===== src/rtl/uart_frame_receiver_if.sv =====
// ---------------------------------------------------------------------------
// uart_frame_receiver_if
//
// Output stream of the UART frame receiver: one received word plus its
// per-frame error flags, qualified by a valid/ready handshake.
//
//   data_out        word received, LSB of the frame first on the line
//   data_out_valid  data_out and both error flags are valid
//   data_out_ready  consumer accepts the word at this clock edge
//   parity_error    held frame failed its parity check
//   framing_error   a stop bit of the held frame was sampled low
//
// master : the receiver (drives word, valid and flags)
// slave  : the consumer (drives ready)
// ---------------------------------------------------------------------------
interface uart_frame_receiver_if #(
    parameter int DATA_BITS = 8
);
    logic [DATA_BITS-1:0] data_out;
    logic                 data_out_valid;
    logic                 data_out_ready;
    logic                 parity_error;
    logic                 framing_error;

    modport master (
        output data_out,
        output data_out_valid,
        output parity_error,
        output framing_error,
        input  data_out_ready
    );

    modport slave (
        input  data_out,
        input  data_out_valid,
        input  parity_error,
        input  framing_error,
        output data_out_ready
    );
endinterface


===== src/rtl/uart_frame_receiver.sv =====
// ---------------------------------------------------------------------------
// uart_frame_receiver
//
// UART receiver turning the asynchronous serial line into framed words on
// a valid/ready stream. Frame: 1 start bit, DATA_BITS data bits (LSB
// first), optional parity bit, STOP_BITS stop bits. Every bit cell is
// decided by a 3-sample majority vote around the cell centre.
//
// Ports:
//   clock         single clock
//   reset         synchronous, active-high
//   uart_receive  asynchronous serial input, idles high
//   stream        master side of the output stream (word + error flags)
//   overrun       one-cycle pulse when a completed frame had to be dropped
//   busy          receiver is inside a frame
// ---------------------------------------------------------------------------
module uart_frame_receiver #(
    parameter int CLOCK_FREQUENCY = 100_000_000,
    parameter int BAUD_RATE       = 115_200,
    parameter int DATA_BITS       = 8,
    parameter int PARITY          = 0,
    parameter int STOP_BITS       = 1
) (
    input  logic                   clock,
    input  logic                   reset,
    input  logic                   uart_receive,
    uart_frame_receiver_if.master  stream,
    output logic                   overrun,
    output logic                   busy
);

    localparam int CPB         = CLOCK_FREQUENCY / BAUD_RATE;
    localparam int HALF        = CPB / 2;
    localparam int CW          = $clog2(CPB);
    localparam int IW          = $clog2(DATA_BITS);
    localparam int SYNC_STAGES = 2;

    localparam logic [CW-1:0] CNT_LAST   = CW'(CPB - 1);
    localparam logic [CW-1:0] CNT_SAMP0  = CW'(HALF - 1);
    localparam logic [CW-1:0] CNT_SAMP1  = CW'(HALF);
    localparam logic [CW-1:0] CNT_DECIDE = CW'(HALF + 1);
    localparam logic [IW-1:0] BIT_LAST   = IW'(DATA_BITS - 1);
    localparam logic          STOP_LAST  = 1'(STOP_BITS - 1);

    typedef enum logic [2:0] {
        ST_IDLE,
        ST_START,
        ST_DATA,
        ST_PARITY,
        ST_STOP
    } state_t;

    // ------------------------------------------------------------------
    // Input synchroniser
    // ------------------------------------------------------------------
    logic [SYNC_STAGES-1:0] sync_reg;
    logic [SYNC_STAGES-1:0] settle_reg;
    logic                   rx_s;
    logic                   rx_prev_reg;

    generate
        for (genvar gi = 0; gi < SYNC_STAGES; gi++) begin : g_sync
            if (gi == 0) begin : g_first
                always_ff @(posedge clock) begin
                    if (reset) begin
                        sync_reg[gi]   <= 1'b1;
                        settle_reg[gi] <= 1'b0;
                    end else begin
                        sync_reg[gi]   <= uart_receive;
                        settle_reg[gi] <= 1'b1;
                    end
                end
            end else begin : g_rest
                always_ff @(posedge clock) begin
                    if (reset) begin
                        sync_reg[gi]   <= 1'b1;
                        settle_reg[gi] <= 1'b0;
                    end else begin
                        sync_reg[gi]   <= sync_reg[gi-1];
                        settle_reg[gi] <= settle_reg[gi-1];
                    end
                end
            end
        end
    endgenerate

    assign rx_s = sync_reg[SYNC_STAGES-1];

    // ------------------------------------------------------------------
    // Receiver state
    // ------------------------------------------------------------------
    state_t                state_reg;
    state_t                state_next;
    logic [CW-1:0]         count_reg;
    logic [1:0]            sample_reg;
    logic [IW-1:0]         bit_idx_reg;
    logic                  stop_idx_reg;
    logic [DATA_BITS-1:0]  shift_reg;
    logic                  parity_acc_reg;
    logic                  parity_bad_reg;
    logic                  frame_bad_reg;

    logic [DATA_BITS-1:0]  data_reg;
    logic                  valid_reg;
    logic                  parity_error_reg;
    logic                  framing_error_reg;
    logic                  overrun_reg;

    logic                  start_edge;
    logic                  cell_end;
    logic                  decide;
    logic                  majority;
    logic                  complete;
    logic                  transfer;
    logic                  parity_sum;

    assign start_edge = !rx_s && rx_prev_reg;
    assign cell_end   = (count_reg == CNT_LAST);
    assign decide     = (count_reg == CNT_DECIDE);
    assign majority   = (sample_reg[0] & sample_reg[1]) |
                        (sample_reg[0] & rx_s) |
                        (sample_reg[1] & rx_s);
    assign transfer   = valid_reg && stream.data_out_ready;
    assign parity_sum = parity_acc_reg ^ majority;

    // ------------------------------------------------------------------
    // Next-state logic
    // ------------------------------------------------------------------
    always_comb begin
        state_next = state_reg;
        complete   = 1'b0;
        case (state_reg)
            ST_IDLE: begin
                if (start_edge) begin
                    state_next = ST_START;
                end
            end
            ST_START: begin
                // A high majority at the start-cell centre was a glitch.
                if (decide && majority) begin
                    state_next = ST_IDLE;
                end else if (cell_end) begin
                    state_next = ST_DATA;
                end
            end
            ST_DATA: begin
                if (cell_end && (bit_idx_reg == BIT_LAST)) begin
                    state_next = (PARITY != 0) ? ST_PARITY : ST_STOP;
                end
            end
            ST_PARITY: begin
                if (cell_end) begin
                    state_next = ST_STOP;
                end
            end
            ST_STOP: begin
                // Finish at the centre of the last stop cell so the next
                // start edge can arrive half a cell later.
                if (decide && (stop_idx_reg == STOP_LAST)) begin
                    complete   = 1'b1;
                    state_next = ST_IDLE;
                end
            end
            default: begin
                state_next = ST_IDLE;
            end
        endcase
    end

    // ------------------------------------------------------------------
    // Sequential datapath
    // ------------------------------------------------------------------
    always_ff @(posedge clock) begin
        if (reset) begin
            rx_prev_reg       <= 1'b0;
            state_reg         <= ST_IDLE;
            count_reg         <= '0;
            sample_reg        <= '0;
            bit_idx_reg       <= '0;
            stop_idx_reg      <= 1'b0;
            shift_reg         <= '0;
            parity_acc_reg    <= 1'b0;
            parity_bad_reg    <= 1'b0;
            frame_bad_reg     <= 1'b0;
            data_reg          <= '0;
            valid_reg         <= 1'b0;
            parity_error_reg  <= 1'b0;
            framing_error_reg <= 1'b0;
            overrun_reg       <= 1'b0;
        end else begin
            // The synchroniser's reset value is not a real observation of
            // the line, so the edge register only tracks rx_s once the
            // pin value has reached it. A line held low across reset
            // therefore cannot produce a start edge.
            rx_prev_reg <= settle_reg[SYNC_STAGES-1] & rx_s;
            state_reg   <= state_next;

            if (state_reg == ST_IDLE) begin
                count_reg <= start_edge ? CW'(1) : '0;
            end else begin
                count_reg <= cell_end ? '0 : count_reg + CW'(1);
            end

            if (count_reg == CNT_SAMP0) begin
                sample_reg[0] <= rx_s;
            end
            if (count_reg == CNT_SAMP1) begin
                sample_reg[1] <= rx_s;
            end

            case (state_reg)
                ST_IDLE: begin
                    if (start_edge) begin
                        bit_idx_reg    <= '0;
                        stop_idx_reg   <= 1'b0;
                        parity_acc_reg <= 1'b0;
                        parity_bad_reg <= 1'b0;
                        frame_bad_reg  <= 1'b0;
                    end
                end
                ST_DATA: begin
                    if (decide) begin
                        shift_reg      <= {majority, shift_reg[DATA_BITS-1:1]};
                        parity_acc_reg <= parity_sum;
                    end
                    if (cell_end) begin
                        bit_idx_reg <= bit_idx_reg + IW'(1);
                    end
                end
                ST_PARITY: begin
                    if (decide) begin
                        // Odd parity wants a total XOR of 1, even wants 0.
                        parity_bad_reg <= (PARITY == 1) ? !parity_sum : parity_sum;
                    end
                end
                ST_STOP: begin
                    if (decide && !majority) begin
                        frame_bad_reg <= 1'b1;
                    end
                    if (cell_end) begin
                        stop_idx_reg <= 1'b1;
                    end
                end
                default: begin
                end
            endcase

            // Output holding register: a completed frame replaces the held
            // word only if the slot is empty or being emptied this cycle.
            overrun_reg <= 1'b0;
            if (complete) begin
                if (!valid_reg || transfer) begin
                    data_reg          <= shift_reg;
                    parity_error_reg  <= (PARITY != 0) && parity_bad_reg;
                    framing_error_reg <= frame_bad_reg | !majority;
                    valid_reg         <= 1'b1;
                end else begin
                    overrun_reg <= 1'b1;
                end
            end else if (transfer) begin
                valid_reg <= 1'b0;
            end
        end
    end

    assign stream.data_out       = data_reg;
    assign stream.data_out_valid = valid_reg;
    assign stream.parity_error   = parity_error_reg;
    assign stream.framing_error  = framing_error_reg;
    assign overrun               = overrun_reg;
    assign busy                  = (state_reg != ST_IDLE);

endmodule


===== src/flat_wrapper.sv =====
// flat-port wrapper written by rule: the top's interface ports become plain ports
module uart_frame_receiver_flat 
#(
    parameter int CLOCK_FREQUENCY = 100_000_000,
    parameter int BAUD_RATE       = 115_200,
    parameter int DATA_BITS       = 8,
    parameter int PARITY          = 0,
    parameter int STOP_BITS       = 1
)
  (clock, reset, uart_receive, overrun, busy, stream_data_out, stream_data_out_valid, stream_parity_error, stream_framing_error, stream_data_out_ready);
  uart_frame_receiver_if #(.DATA_BITS(DATA_BITS)) stream_i ();
  input  logic clock;
  input  logic reset;
  input  logic uart_receive;
  output logic overrun;
  output logic busy;
  output wire logic [$bits(stream_i.data_out)-1:0] stream_data_out;
  output wire logic [$bits(stream_i.data_out_valid)-1:0] stream_data_out_valid;
  output wire logic [$bits(stream_i.parity_error)-1:0] stream_parity_error;
  output wire logic [$bits(stream_i.framing_error)-1:0] stream_framing_error;
  input wire logic [$bits(stream_i.data_out_ready)-1:0] stream_data_out_ready;
  assign stream_data_out = stream_i.data_out;
  assign stream_data_out_valid = stream_i.data_out_valid;
  assign stream_parity_error = stream_i.parity_error;
  assign stream_framing_error = stream_i.framing_error;
  assign stream_i.data_out_ready = stream_data_out_ready;
  uart_frame_receiver #(.CLOCK_FREQUENCY(CLOCK_FREQUENCY), .BAUD_RATE(BAUD_RATE), .DATA_BITS(DATA_BITS), .PARITY(PARITY), .STOP_BITS(STOP_BITS)) u_core (.clock(clock), .reset(reset), .uart_receive(uart_receive), .stream(stream_i), .overrun(overrun), .busy(busy));
endmodule

===== config.mk =====
export PLATFORM = sky130hd
export DESIGN_NAME = uart_frame_receiver_flat
export DESIGN_NICKNAME = d
export VERILOG_FILES = /design/src/rtl/uart_frame_receiver_if.sv /design/src/rtl/uart_frame_receiver.sv /design/src/flat_wrapper.sv
export SDC_FILE = /design/constraint.sdc
export NUM_CORES = 1
export LEC_CHECK = 0
export CAP_MARGIN = 20
export CORE_ASPECT_RATIO = 0.8
export CORE_MARGIN = 1.5
export CORE_UTILIZATION = 45
export CTS_BUF_LIST = sky130_fd_sc_hd__clkbuf_4
export DETAILED_ROUTE_END_ITERATION = 8
export HOLD_SLACK_MARGIN = 0.15
export SLEW_MARGIN = 10
export SYNTH_ARGS = -nofsm -noshare
export SYNTH_HDL_FRONTEND = slang
export SYNTH_SLANG_ARGS = --single-unit

===== constraint.sdc =====
create_clock -name clock -period 5.9 [get_ports clock]
set_clock_uncertainty 0.15 [all_clocks]
set_input_delay 1.475 -clock clock [delete_from_list [all_inputs] [get_ports clock]]
set_output_delay 1.475 -clock clock [all_outputs]
set_load 0.02 [all_outputs]

# Word-level counts from Yosys, hierarchy flattened
# Index checks and enable logic that the tools add are counted.
[totals]
regBits = 44
wordCells = 94
[classes]
addsub = 2
n_eq_ne = 18
n_mux = 25
bitwise = 9
reduce_logical = 23
[op_table]
columns = ["op", "n"]
rows = [
  ["equality test 10 x 9 -> 1 bit (second input constant)", 3],
  ["two-way mux 3 bit", 8],
  ["two-way mux 10 bit", 2],
  ["case mux 3 bit (5 select lines)", 1],
  ["inequality test 2 x 1 -> 1 bit (second input constant)", 7],
  ["two-way mux 1 bit", 11],
  ["adder 10 x 1 -> 10 bit (second input constant)", 1],
  ["equality test 10 bit (second input constant)", 1],
  ["AND reduction 3 bit", 3],
  ["equality test 3 x 2 -> 1 bit (second input constant)", 2],
  ["equality test 3 bit (second input constant)", 2],
  ["logical AND 1 bit", 6],
  ["case mux 3 bit (2 select lines)", 1],
  ["AND reduction 2 bit", 3],
  ["nonzero test 2 bit", 3],
  ["AND reduction 5 bit", 1],
  ["AND 1 bit", 4],
  ["case mux 1 bit (2 select lines)", 2],
  ["adder 3 x 1 -> 3 bit (second input constant)", 1],
  ["equality test 3 x 1 -> 1 bit (second input constant)", 1],
  ["logical NOT 1 bit", 3],
  ["logical NOT 3 bit", 1],
  ["inequality test 3 x 1 -> 1 bit (second input constant)", 1],
  ["OR 1 bit", 3],
  ["other kinds (5)", 6],
]

# Depth between registers and ports, before layout
# Gate-level depths: netlist of run 1.
[logic_depth]
word_depth = 7
mapped_depth = 7

# Worst setup path after synthesis of run 1
# OpenSTA, ideal clock, no wires.
[synth_timing]
path_kind = "in2reg"
startpoint = "input port stream_data_out_ready"
endpoint = "register u_core.data_reg[0] (netlist: u_core.stream.data_out[0])"
arrival_time_ns = 2.210
path_slack_ns = 3.413
cell_stages = 5
path_buffers = 0
path_cell_list = "nand2b_1 -> nand2_1 -> nor2_4 -> mux2i_1 -> nor2_1"
[synth_between]
elab_chain_cells = 3
[synth_rtl]
columns = ["item", "line_no", "text"]
rows = [
  ["from (decl)", "flat_wrapper.sv:21", "input wire logic [$bits(stream_i.data_out_ready)-1:0] stream_data_out_ready;"],
  ["logical AND 1 bit", "uart_frame_receiver.sv:123", "assign transfer = valid_reg && stream.data_out_ready;"],
  ["logical OR 1 bit", "uart_frame_receiver.sv:252", "if (!valid_reg || transfer) begin"],
  ["AND reduction 2 bit (no line)", "-", ""],
  ["to (signal assigned)", "uart_frame_receiver.sv:253", "data_reg <= shift_reg;"],
  ["to (decl)", "uart_frame_receiver.sv:103", "logic [DATA_BITS-1:0] data_reg;"],
]
# Every way passes these cells.
# A chain may end at the register's enable or synchronous reset.

# Final worst setup path of run 1
[layout_timing]
startpoint = "register u_core.state_reg[1]"
endpoint = "output port busy"
[layout_between]
elab_chain_cells = 1
[layout_rtl]
columns = ["item", "line_no", "text"]
rows = [
  ["from (decl)", "uart_frame_receiver.sv:92", "state_t state_reg;"],
  ["from (signal assigned)", "uart_frame_receiver.sv:196", "state_reg <= state_next;"],
  ["nonzero test 3 bit", "uart_frame_receiver.sv:271", "assign busy = (state_reg != ST_IDLE);"],
  ["to (decl)", "flat_wrapper.sv:16", "output logic busy;"],
]
# Every way passes these cells.

==> results.md, run 1 <==
| Parameter | Value | Unit |
|:---|:---|:---|
| Final standard cell area without fillers | 0.00213 | mm^2 |
| Final setup violation count | 0 | - |
| Warnings, synthesis | 0 | - |
| Detailed-route DRC error count | 0 | - |
| Power per unit of standard cell area | 215 | mW/mm^2 |
| Area fraction in and, or, nand and nor cells after synthesis | 0.265 | - |
| Reg area | 881 | um^2 |
| Share of flip-flops with an asynchronous set or reset after synthesis | 0 | - |
| CTS tree | yes | - |
| Number of inserted diodes | 0 | - |
| Final period utilization | 0.593 | - |
| Combined area of the multi-input logic cells | 946 | um^2 |
| Number of hold-repair buffers added at the cts stage | 0 | - |
| Final WL | 3550 | um |
| Fill count | 356 | - |
| Leakage | 0.830 | nW |
| Row count | 20 | - |
| Core box area | 0.00390 | mm^2 |
| Final weighted congestion of routability-driven global placement | 0.847 | - |
| Share of cell area taken by muxes after synthesis | 0.101 | - |
| Setup repair bufs after CTS | 0 | - |
| Most frequent cells in the layout | dfxtp_1, nor2_1, mux2i_1, clkdlybuf4s50_1, nand2_1 | - |
| First-pass GRT wire length | 6170 | um |
| Clk Tree Root Cell | clkbuf_4 | - |
| Hpwl dp | 2470 | um |
| Worst slack at placement | 2.77 | ns |
| Port Buffer Count | 15 | - |
| Maximum number of pins on one net before global-route repair | 35 | - |
| Initial Utilization | 0.484 | - |
| Flip-flop and latch count after synthesis | 44 | - |
| Share of final-layout standard cells stronger than drive strength 1 | 0.0748 | - |
| Num CTS Buffers | 5 | - |
| Die outline height | 61.0 | um |
| Adder and majority gate portion of the synthesized area | 0.0384 | - |
| Final setup TNS | 0 | ns |
| Crit-path slowest cell | dfxtp_1 | - |
| Area Growth Syn to Fin | 12.8 | % |
| Netlist cell types | 41 | - |
| Peak Freq | 286 | MHz |
| Share of the synthesized area in compound gates (AO/OA/AOI/OAI) | 0.0576 | - |
| Largest voltage drop on the vdd net | 137 | uV |
| Total count of hold-check failures in the final report | 0 | - |
| Outcome | finished, final reports clean | - |
| Initial antenna violation count | 0 | - |
| Pre-Repair DR Iteration Count | 4 | - |
| Clock tree buffer depth | 2 | - |
| Area enclosed by the die boundary | 0.00460 | mm^2 |
| H-Tree Depth | 2 | - |
| Endpoint kind of the worst setup timing path | output port | - |
| Remaining global-route overflow | 0 | - |
| Largest register FFs | 10 | - |
| Synth Area in XOR/XNOR | 0.0371 | - |
| Sequential element share of the synthesized area | 0.466 | - |
| Clock slew at the register clock pins of the worst setup and hold paths | 0.13 | ns |
| Design Power | 459 | uW |
| Type of the most critical hold path | register to register | - |
| Maximum fanout count along the critical path | 13 | - |
| Most frequent standard cell in the layout excluding fill and tap cells | dfxtp_1 | - |
| Flop-to-flop setup slack | 3.70 | ns |
| Total placed cells including tap cells | 261 | - |
| Insertion delay to the later sink of the worst-skew pair | 0.36 | ns |
| Post-synthesis instance area | 0.00189 | mm^2 |
| Clock period minus worst slack | 3.50 | ns |
| Iteration-0 DRC count of the detailed router | 142 | - |
| Crit start category | register | - |
| Unrepaired setup endpoints after global routing | no | - |
| Kind of critical path | register to output port | - |
| Combinational family with the most area after synthesis | simple AND/OR/NAND/NOR gates | - |
| Syn nets | 207 | - |
| Die width | 75.4 | um |
| Count of flip-flops with a built-in enable after synthesis | 0 | - |
| Required time reported for the critical path endpoint | 4.28 | ns |
| Global-route total usage across every layer | 0.184 | - |
| DR WL/cell | 13.2 | um |
| Non-filler cells, final | 269 | - |
| Overall via count from detail_route | 1377 | - |
| Post-route ant nets | 0 | - |
| Resized cells post-CTS | 0 | - |
| Endpoint arrival time on the critical path | 1.87 | ns |
| Post-route setup slack | 2.40 | ns |
| TritonCTS Sinks | 44 | - |
| Max capacitance violation total | 0 | - |
| Number of global-route vias before repair | 1299 | - |
| Longest individual stage delay on the worst path | 0.64 | ns |
| Gate count of the mapped netlist | 198 | - |
| Mean number of vias per cell | 5.12 | - |
| Boundary Pins | 17 | - |
| Primary flip-flop cell chosen by synthesis mapping | dfxtp_1 | - |
| Utilization of the core after routing | 0.546 | - |
| Worst Hold Slack | 0.288 | ns |
| Max Transition Viols Final | 0 | - |
| Cell area reported after detailed placement | 0.00208 | mm^2 |
| Post-layout nets | 222 | - |
| Cell-by-cell trace of the critical path | nor3_1 -> inv_1 -> clkdlybuf4s50_1 | - |
| Synthesized area divided by synthesized cell count | 9.54 | um^2 |
==> synth_stat cells, drive strengths merged, types with 3 or more instances <==
cell	count	area, um^2
nor2b	3	18.8
nor3b	3	27.5
clkbuf	4	15.0
and4	3	26.3
ha	5	62.6
buf	4	25.0
dfxtp	44	881
nor2	32	128
xnor2	5	43.8
mux2i	19	190
nand4	7	58.8
xor2	3	26.3
nor3	6	41.3
nand2	12	45.0
inv	6	22.5
o21ai	4	20.0
nand3	4	20.0
a21oi	9	45.0
nand2b	4	25.0
==> area by class of cell <==
class,count,share of cell area
multi-input cells,140,0.444
flip-flops and latches,44,0.413
repair buffers,16,0.0739
well taps,55,0.0323
clock buffers,6,0.0211
inverters,6,0.0106
clock inverters,2,0.00528
==> worst paths after layout <==
kind                                            end                start  depth (start not counted)
worst min register to register          u_core.rx_s   u_core.sync_reg[0]                          1
worst max-delay path                           busy  u_core.state_reg[1]                          3
worst min-delay path                    u_core.rx_s   u_core.sync_reg[0]                          1
worst max register to register  u_core.count_reg[0]  u_core.count_reg[0]                          5
==> routing by layer <==
| layer | wire, um | up-vias | track usage |
|---|---|---|---|
| met1 | 1910 | 627 | 0.266 |
| met3 | 168 | 8 | 0.0465 |
| li1 | - | 707 | - |
| met4 | 79 | 0 | 0.0969 |
| met2 | 1390 | 35 | 0.251 |
| met5 | 0 | - | 0 |
==> report_power, final <==
group	leakage [nW]	total, mW	switching [mW]	internal [mW]
Clock	0.0293	0.149	0.0992	0.0500
Sequential	0.356	0.300	0.000955	0.299
Combinational	0.445	0.0103	0.00621	0.00412
==> critical path, delay by kind of cell (launching register included) <==
family                 cells  cell delay, ns
flip-flops                 1            0.64
AND/OR/NAND/NOR            1            0.15
buffers and inverters      2            0.72
==> logic make-up after synthesis <==
| family | after synthesis |
|---|---|
| flip-flops | 44 |
| AND/OR/NAND/NOR | 88 |
| XOR/XNOR | 8 |
| multiplexers | 19 |
| AO/OA/AOI/OAI | 18 |
| adder cells (fa/ha/maj) | 6 |
| other | 1 |
| buffers and inverters | 14 |
Power figures use the tool's default switching activity.
==> run 2: changes to the inputs <==
==> constraint.sdc (replaced) <==
create_clock -name clock -period 3.22 [get_ports clock]
set_clock_uncertainty 0.15 [all_clocks]
set_input_delay 0.805 -clock clock [delete_from_list [all_inputs] [get_ports clock]]
set_output_delay 0.805 -clock clock [all_outputs]
set_load 0.02 [all_outputs]
==> run 2 against run 1 <==
  * Critical endpoint unchanged
  * Largest cell class unchanged
  * Setup slack got worse by 2.0 ns
  * First-iteration DRC count increased by 47%
  * Clock-buffer cell count unchanged
  * Clock power increased by 130%
  * Hold slack got worse by 0.0060 ns
==> results.md, run 2 (synthesis results as in run 1) <==
| Parameter | Value | Unit |
|:---|:---|:---|
| Outcome | finished, final reports clean | - |
| Number of inserted diodes | 0 | - |
| Row count | 20 | - |
| Kind of critical path | register to output port | - |
| Hpwl dp | 2530 | um |
| Reg area | 881 | um^2 |
| Design Power | 911 | uW |
| Peak Freq | 355 | MHz |
| Setup repair bufs after CTS | 0 | - |
| Required time reported for the critical path endpoint | 2.26 | ns |
| TritonCTS Sinks | 44 | - |
| Num CTS Buffers | 5 | - |
| Area Growth Syn to Fin | 14.1 | % |
| Initial antenna violation count | 0 | - |
| Fill count | 372 | - |
| Clock slew at the register clock pins of the worst setup and hold paths | 0.13 | ns |
| DR WL/cell | 13.0 | um |
| Clock period minus worst slack | 2.82 | ns |
| Total count of hold-check failures in the final report | 0 | - |
| Global-route total usage across every layer | 0.177 | - |
| Die outline height | 61.0 | um |
| Area enclosed by the die boundary | 0.00460 | mm^2 |
| Crit-path slowest cell | dfxtp_1 | - |
| Post-route ant nets | 0 | - |
| Clock network power share | 0.376 | - |
| Most frequent cells in the layout | dfxtp_1, nor2_1, mux2i_1, clkdlybuf4s50_1, nand2_1 | - |
| Combined area of the multi-input logic cells | 946 | um^2 |
| Final setup TNS | 0 | ns |
| Remaining global-route overflow | 0 | - |
| Max Transition Viols Final | 0 | - |
| Largest register FFs | 10 | - |
| Cell internal power dissipation | 727 | uW |
| Post-layout nets | 222 | - |
| Final period utilization | 0.875 | - |
| Resized cells post-CTS | 0 | - |
| Final WL | 3510 | um |
| Total placed cells including tap cells | 261 | - |
| Combinational fraction of design power | 0.021 | - |
| Insertion delay to the later sink of the worst-skew pair | 0.34 | ns |
| Most frequent standard cell in the layout excluding fill and tap cells | dfxtp_1 | - |
| Leakage | 0.846 | nW |
| Share of final-layout standard cells stronger than drive strength 1 | 0.0794 | - |
| First-pass GRT wire length | 6040 | um |
| Clk Tree Root Cell | clkbuf_4 | - |
| Type of the most critical hold path | register to register | - |
| Number of global-route vias before repair | 1310 | - |
| Buffer and inverter count on the worst path | 2 | - |
| Max capacitance violation total | 0 | - |
| Crit start category | register | - |
| Net load switching power | 185 | uW |
| CTS tree | yes | - |
| Endpoint kind of the worst setup timing path | output port | - |
| H-Tree Depth | 2 | - |
| Final setup violation count | 0 | - |
| Pre-Repair DR Iteration Count | 4 | - |
| Category of cells accounting for the largest share of critical-path delay | buffers and inverters | - |
| Share of total power in sequential cells | 0.603 | - |
| Cell-by-cell trace of the critical path | nor3_1 -> inv_1 -> clkdlybuf4s50_1 | - |
| Boundary Pins | 17 | - |
| Endpoint arrival time on the critical path | 1.86 | ns |
| Number of hold-repair buffers added at the cts stage | 0 | - |
| Largest voltage drop on the vdd net | 317 | uV |
| Longest individual stage delay on the worst path | 0.65 | ns |
| Clock tree buffer depth | 2 | - |
| Maximum fanout count along the critical path | 13 | - |
| Mean number of vias per cell | 5.24 | - |
| Iteration-0 DRC count of the detailed router | 209 | - |
| Initial Utilization | 0.484 | - |
| Maximum number of pins on one net before global-route repair | 34 | - |
| Power per unit of standard cell area | 423 | mW/mm^2 |
| Flop-to-flop setup slack | 1.01 | ns |
| Die width | 75.4 | um |
| Unrepaired setup endpoints after global routing | no | - |
| Core box area | 0.00390 | mm^2 |
| Final weighted congestion of routability-driven global placement | 0.840 | - |
| Port Buffer Count | 15 | - |
| Non-filler cells, final | 269 | - |
| Switching portion of total power | 0.203 | - |
| Detailed-route DRC error count | 0 | - |
| Overall via count from detail_route | 1409 | - |
-- run 2: cell count changes in the layout (fill, tap and decap cells not counted) --
cell | previous run | this run
clkinv_2 | 0 | 1
clkinv_1 | 1 | 0
bufinv_16 | 0 | 1
clkinvlp_4 | 1 | 0
-- run 2: power groups by stage --
| stage | Sequential, mW | Combinational [mW] | Clock (mW) |
|---|---|---|---|
| detailed placement | 0.561 | 0.0192 | 0 |
| global route | 0.550 | 0.0215 | 0.376 |
| finish | 0.549 | 0.0191 | 0.343 |
| floorplan | 0.561 | 0.0135 | 0 |
| global placement | 0.561 | 0.0188 | 0 |
| CTS | 0.549 | 0.0192 | 0.355 |
-- run 2: worst paths after layout --
kind,from,endpoint,cells past startpoint
max,u_core.state_reg[1],busy,3
min,u_core.sync_reg[0],u_core.rx_s,1
max reg2reg,u_core.count_reg[0],u_core.count_reg[0],5
min reg2reg,u_core.sync_reg[0],u_core.rx_s,1
-- run 2: area by class of cell --
class,count,share of cell area
Multi-Input combinational cell,140,0.439
Sequential cell,44,0.409
Clock buffer,6,0.0209
Inverter,6,0.0104
Clock inverter,2,0.0163
Tap cell,55,0.0319
Timing Repair Buffer,16,0.0731
-- run 2: worst reg2reg max path: stages (launching register included) --
cell and delay (ns):
dfxtp_1 0.39, ha_1 0.37, and4bb_1 0.29, and3_1 0.24, or3_1 0.51, o22ai_2 0.20
-- run 2: layer usage --
| metal | vias to the layer above | global-route usage | routed length [um] |
|---|---|---|---|
| li1 | 707 | - | - |
| met2 | 31 | 0.264 | 1540 |
| met4 | 0 | 0.0638 | 34 |
| met3 | 4 | 0.0515 | 136 |
| met5 | - | 0 | 0 |
| met1 | 667 | 0.245 | 1800 |
-- run 2: stage by stage --
stage                     cell area [um^2]  hold WS [ns]   util  setup slack (ns)
after global routing                  2160         0.307  0.552             0.291
final                                 2160         0.282  0.552             0.403
after detailed placement              2080         0.256  0.532             0.733
after CTS                             2160         0.290  0.552             0.412
after floorplan                       1890         0.239      -              1.30
after global placement                2080         0.251  0.532             0.823
==> run 3: changes to the inputs <==
--- a/config.mk
+++ b/config.mk
@@ -5,7 +5,7 @@
 export SDC_FILE = /design/constraint.sdc
 export NUM_CORES = 1
 export LEC_CHECK = 0
-export CAP_MARGIN = 20
+export CAP_MARGIN = 5
 export CORE_ASPECT_RATIO = 0.8
 export CORE_MARGIN = 1.5
 export CORE_UTILIZATION = 45
==> results of run 3 <==
No change in the layout: final DEF, timing and power equal those of run 2.
